## config.mk

```make
export PLATFORM = sky130hd
export DESIGN_NAME = cpu_sequencer
export DESIGN_NICKNAME = d
export VERILOG_FILES = /design/src/rtl/cpu_sequencer_pkg.sv /design/src/rtl/cpu_sequencer_op_decode.sv /design/src/rtl/cpu_sequencer.sv
export SDC_FILE = /design/constraint.sdc
export NUM_CORES = 1
export LEC_CHECK = 0
export ABC_AREA = 1
export CAP_MARGIN = 20
export CORE_MARGIN = 8
export CORE_UTILIZATION = 31
export DETAILED_ROUTE_END_ITERATION = 8
export PLACE_DENSITY = 0.8
export SETUP_SLACK_MARGIN = 0.15
export SYNTH_ARGS = -nofsm -noshare
export SYNTH_HDL_FRONTEND = slang
export SYNTH_SLANG_ARGS = --single-unit
```

## constraint.sdc

```tcl
create_clock -name clk -period 0.92 [get_ports clk]
set_input_delay 0.092 -clock clk [delete_from_list [all_inputs] [get_ports clk]]
set_output_delay 0.092 -clock clk [all_outputs]
set_load 0.1 [all_outputs]
```

## src/rtl/cpu_sequencer_pkg.sv

```systemverilog
// Shared CPU encodings: opcodes, sequencer states, PC source, write-back select and ALU ops.
// Used by the sequencer, its opcode decoder and the datapath.
package cpu_pkg;

    localparam logic [3:0] OP_NOP  = 4'b0000;
    localparam logic [3:0] OP_ST   = 4'b0011;
    localparam logic [3:0] OP_ADD  = 4'b0100;
    localparam logic [3:0] OP_INC  = 4'b0101;
    localparam logic [3:0] OP_NEG  = 4'b0110;
    localparam logic [3:0] OP_SUB  = 4'b0111;
    localparam logic [3:0] OP_J    = 4'b1000;
    localparam logic [3:0] OP_BRZ  = 4'b1001;
    localparam logic [3:0] OP_JM   = 4'b1010;
    localparam logic [3:0] OP_BRN  = 4'b1011;
    localparam logic [3:0] OP_LD   = 4'b1110;
    localparam logic [3:0] OP_SVPC = 4'b1111;

    typedef enum logic [2:0] {
        S_FETCH  = 3'd0,
        S_DECODE = 3'd1,
        S_EXEC   = 3'd2,
        S_MEM    = 3'd3,
        S_WB     = 3'd4
    } state_t;

    localparam logic [1:0] PC_SRC_INC = 2'd0;
    localparam logic [1:0] PC_SRC_RS  = 2'd1;
    localparam logic [1:0] PC_SRC_MEM = 2'd2;

    localparam logic [1:0] WB_ALU = 2'd0;
    localparam logic [1:0] WB_MEM = 2'd1;

    localparam logic [2:0] ALU_NONE = 3'd0;
    localparam logic [2:0] ALU_ADD  = 3'd1;
    localparam logic [2:0] ALU_INC  = 3'd2;
    localparam logic [2:0] ALU_NEG  = 3'd3;
    localparam logic [2:0] ALU_SUB  = 3'd4;
    localparam logic [2:0] ALU_PCRS = 3'd5;

    // Instruction classes: each class shares one path through the state machine.
    typedef enum logic [2:0] {
        CLS_NOP  = 3'd0,
        CLS_JUMP = 3'd1,
        CLS_BRZ  = 3'd2,
        CLS_BRN  = 3'd3,
        CLS_ALU  = 3'd4,
        CLS_LD   = 3'd5,
        CLS_ST   = 3'd6,
        CLS_JM   = 3'd7
    } op_class_t;

endpackage

```

## src/rtl/cpu_sequencer_op_decode.sv

```systemverilog
// Combinational decode of the latched opcode into an instruction class and ALU operation.
// Undefined opcodes decode as NOP with o_illegal set.
module op_decode
    import cpu_pkg::*;
(
    input  logic [3:0] i_opcode,
    output op_class_t  o_cls,
    output logic [2:0] o_alu_op,
    output logic       o_illegal
);

    always_comb begin
        o_cls     = CLS_NOP;
        o_alu_op  = ALU_NONE;
        o_illegal = 1'b0;
        case (i_opcode)
            OP_NOP:  o_cls = CLS_NOP;
            OP_ST:   o_cls = CLS_ST;
            OP_ADD:  begin o_cls = CLS_ALU; o_alu_op = ALU_ADD;  end
            OP_INC:  begin o_cls = CLS_ALU; o_alu_op = ALU_INC;  end
            OP_NEG:  begin o_cls = CLS_ALU; o_alu_op = ALU_NEG;  end
            OP_SUB:  begin o_cls = CLS_ALU; o_alu_op = ALU_SUB;  end
            OP_SVPC: begin o_cls = CLS_ALU; o_alu_op = ALU_PCRS; end
            OP_J:    o_cls = CLS_JUMP;
            OP_BRZ:  o_cls = CLS_BRZ;
            OP_JM:   o_cls = CLS_JM;
            OP_BRN:  o_cls = CLS_BRN;
            OP_LD:   o_cls = CLS_LD;
            default: o_illegal = 1'b1;
        endcase
    end

endmodule

```

## src/rtl/cpu_sequencer.sv

```systemverilog
// Multi-cycle CPU control sequencer: FETCH/DECODE/EXEC/MEM/WB with a MEM_LAT read wait counter.
// Define SEQ_PERF_CNT_EN to build the retired-instruction counter; otherwise instr_retired is tied to 0.
module cpu_sequencer
    import cpu_pkg::*;
#(
    parameter int MEM_LAT = 1
) (
    input  logic        clk,
    input  logic        rst_n,
    input  logic [3:0]  opcode,
    input  logic        zero_flag,
    input  logic        neg_flag,
    output logic [2:0]  state,
    output logic        pc_wr,
    output logic [1:0]  pc_src,
    output logic        reg_wrt,
    output logic        mem_read,
    output logic        mem_wrt,
    output logic [2:0]  alu_op,
    output logic [1:0]  wb_sel,
    output logic        illegal,
    output logic [31:0] instr_retired
);

    localparam logic [3:0] LAST_WAIT = 4'(MEM_LAT - 1);

    state_t     r_state;
    state_t     w_next;
    logic [3:0] r_opcode;
    logic [3:0] r_wait;
    op_class_t  w_cls;
    logic [2:0] w_alu_op;
    logic       w_illegal;
    logic       w_mem_last;

    op_decode u_op_decode (
        .i_opcode (r_opcode),
        .o_cls    (w_cls),
        .o_alu_op (w_alu_op),
        .o_illegal(w_illegal)
    );

    assign w_mem_last = (r_wait >= LAST_WAIT);
    assign state      = r_state;

    always_ff @(posedge clk or negedge rst_n) begin
        if (!rst_n) begin
            r_state  <= S_FETCH;
            r_opcode <= OP_NOP;
            r_wait   <= 4'd0;
        end else begin
            r_state <= w_next;
            if (r_state == S_DECODE) begin
                r_opcode <= opcode;
            end
            // Held at 0 outside MEM so every MEM visit starts counting from 0.
            if (r_state != S_MEM) begin
                r_wait <= 4'd0;
            end else if (!w_mem_last) begin
                r_wait <= r_wait + 4'd1;
            end
        end
    end

    always_comb begin
        w_next   = r_state;
        pc_wr    = 1'b0;
        pc_src   = PC_SRC_INC;
        reg_wrt  = 1'b0;
        mem_read = 1'b0;
        mem_wrt  = 1'b0;
        alu_op   = ALU_NONE;
        wb_sel   = WB_ALU;
        illegal  = 1'b0;
        case (r_state)
            S_FETCH:  w_next = S_DECODE;
            S_DECODE: w_next = S_EXEC;
            S_EXEC: begin
                alu_op = w_alu_op;
                w_next = S_FETCH;
                case (w_cls)
                    CLS_NOP: begin
                        pc_wr   = 1'b1;
                        illegal = w_illegal;
                    end
                    CLS_JUMP: begin
                        pc_wr  = 1'b1;
                        pc_src = PC_SRC_RS;
                    end
                    CLS_BRZ: begin
                        pc_wr  = 1'b1;
                        pc_src = zero_flag ? PC_SRC_RS : PC_SRC_INC;
                    end
                    CLS_BRN: begin
                        pc_wr  = 1'b1;
                        pc_src = neg_flag ? PC_SRC_RS : PC_SRC_INC;
                    end
                    CLS_ALU: w_next = S_WB;
                    default: w_next = S_MEM;
                endcase
            end
            S_MEM: begin
                case (w_cls)
                    CLS_ST: begin
                        mem_wrt = 1'b1;
                        pc_wr   = 1'b1;
                        w_next  = S_FETCH;
                    end
                    CLS_LD: begin
                        mem_read = 1'b1;
                        if (w_mem_last) begin
                            w_next = S_WB;
                        end
                    end
                    CLS_JM: begin
                        mem_read = 1'b1;
                        if (w_mem_last) begin
                            pc_wr  = 1'b1;
                            pc_src = PC_SRC_MEM;
                            w_next = S_FETCH;
                        end
                    end
                    default: w_next = S_FETCH;
                endcase
            end
            S_WB: begin
                reg_wrt = 1'b1;
                pc_wr   = 1'b1;
                alu_op  = w_alu_op;
                wb_sel  = (w_cls == CLS_LD) ? WB_MEM : WB_ALU;
                w_next  = S_FETCH;
            end
            default: w_next = S_FETCH;
        endcase
    end

`ifdef SEQ_PERF_CNT_EN
    logic [31:0] r_retired;

    always_ff @(posedge clk or negedge rst_n) begin
        if (!rst_n) begin
            r_retired <= 32'd0;
        end else if (pc_wr) begin
            r_retired <= r_retired + 32'd1;
        end
    end

    assign instr_retired = r_retired;
`else
    assign instr_retired = 32'd0;
`endif

endmodule
```

==> metrics.yaml <==
outcome: "complete, but fails checks"
violations: "setup timing"
vias: 844
setup_viol: 21
drv_cap: 0
antenna_found_initial: 0
hold_violations: 0
synth_top_cell_area_share: 0.328
mostFrequentLayoutCell: "conb_1"
synthAdderAreaFrac: 0
rsz0062_at_grt: "yes"
power.leakage_uw: 0.000719
cp_max_fo: 5
io_buffer_count: 21
synth_top_family_by_area: "buffers and inverters"
first_global_vias: 790
end_kind: "output pin"
dr.first_iter.drc_count: 22
ir_drop_v: 0.00232
min_period_ps: 1620
final_cells: 202
layout_common_cells: "conb_1 (33), buf_4 (20), nand2_1 (14), buf_12 (14), buf_6 (11)"
synth-compound-area-share: 0.0647
start_util: 0.316
ys_warn_count: 0
worst-r2r-cell-count: 5
route.met3.wl_um: 175
drv_slew: 0
yosys-top-cells-area: "buf_4 (33%), dfrtp_1 (23%), nand2_1 (11%), nor2_1 (9.0%), inv_1 (4.5%)"
dp.final_hpwl_um: 1780
synth_seq_area_share: 0.232
synthXorXnorAreaFrac: 0
syn_avg_cell_area_um2: 6.50
drt_wl_total_um: 2550
clock_latency_ps: 260
fin_ws_ps: -700
dieArea_um2: 4270
hold_path.class: "input pin to async pin"
cts_tree: "yes"
cts_root_buffer: "clkbuf_4"
htree_levels: 1
pin_count: 55
avgRoutedWirePerCell_um: 12.6
nets: 181
dp_cells: 189
post-place-ws_ps: -435
seq_area_um2: 190
start_kind: "flop"
syn-instance-count: 116
worstSetupPathType: "flop to output pin"
layout-drive-gt1-share: 0.564
drc: 0
die_x_um: 65.3
synthDistinctLibCells: 18
grt_max_degree: 10
crit_arrival_ps: 1530
synth.area.mux_share: 0
core_area_um2: 2390
synth_top_area_cell: "buf_4"
finalCritPeriodShare: 1.76
grt_pass1_wl_um: 3570
first_pass_iters: 4
cts.reportedPaths.clkPinSlew_ps: 50
antenna_cells: 0
multi_input_area_um2: 594
top_layer: "met4"
crit_required_ps: 830
cts_hold_buf: 0
grt_usage: 0.103
globalplace.congestion: 0.894
die_h_um: 65.3
cts_sinks: 7
dr_wl_met2_um: 1400
grt.overflow.total: 0
fillCellCount: 181
met1_length_um: 949
cts_made_buffers: 3
rows: 18
fmax_mhz: 617
powerDensity_nw_per_um2: 4030
synthSimpleGateAreaFrac: 0.305
synth_area_um2: 754
drtAntennaViolNets: 0
vias_per_cell: 4.18
finalClockSkew_ps: 2.62
cts.path.max_buffers: 2
ys_ff_latch: 7
syn2layout_area_growth_pct: 103
## cells in the mapped netlist
library cell,n
nand3_1,5
buf_4,33
nand2_1,23
nor3_2,1
o211ai_1,1
nand4_1,2
dfrtp_1,7
o21ai_0,1
nand2_2,2
inv_2,3
nand3b_2,1
inv_1,9
conb_1,1
clkinv_1,1
o22ai_1,1
nor3_1,1
a21oi_1,6
nor2_1,18
## kinds of logic after synthesis
group,count (synthesis)
AOI/OAI and AO/OA,9
and+or+nand+nor,53
other,1
DFF,7
buffers and inverters,46
## sequential cells by signal (all words and copies together), names as in the netlist
register  flops
r_opcode      4
state         3
## final cells by class
cell class	instances	share of cell area
clock buffer	4	0.0171
inverter	13	0.0407
multi-input combinational	96	0.387
sequential	7	0.124
tap	30	0.0244
timing repair buffer	52	0.407
## per-layer routing
layer,vias up,GRT usage
met4,0,0.0327
met1,392,0.111
li1,410,-
met3,2,0.0340
met2,40,0.185
met5,-,0
## path summary, 6_finish.rpt
| path | startpoint | endpoint | slack, ps |
|---|---|---|---|
| worst max-delay path | state[0] | pc_wr | -700 |
| worst min register to register | state[1] | state[0] | 640 |
| min in group clk | opcode[3] | r_opcode[3] | 420 |
| worst min-delay path | rst_n | r_opcode[3] | 90 |
| max in group asynchronous | rst_n | state[1] | 560 |
| worst max register to register | r_opcode[0] | state[2] | -360 |
## timing repair
item                       CTS  global route
setup endpoints to repair   21            21
pin swaps                    5             8
setup buffers                3             5
gates cloned                 0             1
resized for setup           15            26
## critical path, stage by stage, from the launching register on
cell and delay (ps):
dfrtp_4 510, nor2_2 130, nand2_1 90, buf_4 170
nand2_2 70, nor2_4 50, nand2_4 70, buf_12 170
## where the power goes
group | switching [µW] | internal [µW] | total (µW)
clock | 117 | 166 | 282
combinational | 3190 | 1930 | 5120
sequential | 275 | 507 | 782
total | 3580 | 2600 | 6180
## through the flow
stage	hold slack (ps)	utilization	total power [µW]	cell area (µm²)	TNS, ps
2_1_floorplan	-204	-	3530	981	-10470
3_3_place_gp	360	0.542	4930	1290	-5600
3_5_place_dp	363	0.542	4980	1290	-5840
4_1_cts	97.7	0.587	5560	1400	-8930
5_1_grt	107	0.643	6470	1540	-11160
6_report	91.6	0.643	6180	1540	-10040
Note: power is estimated with default switching activity, not from simulation.
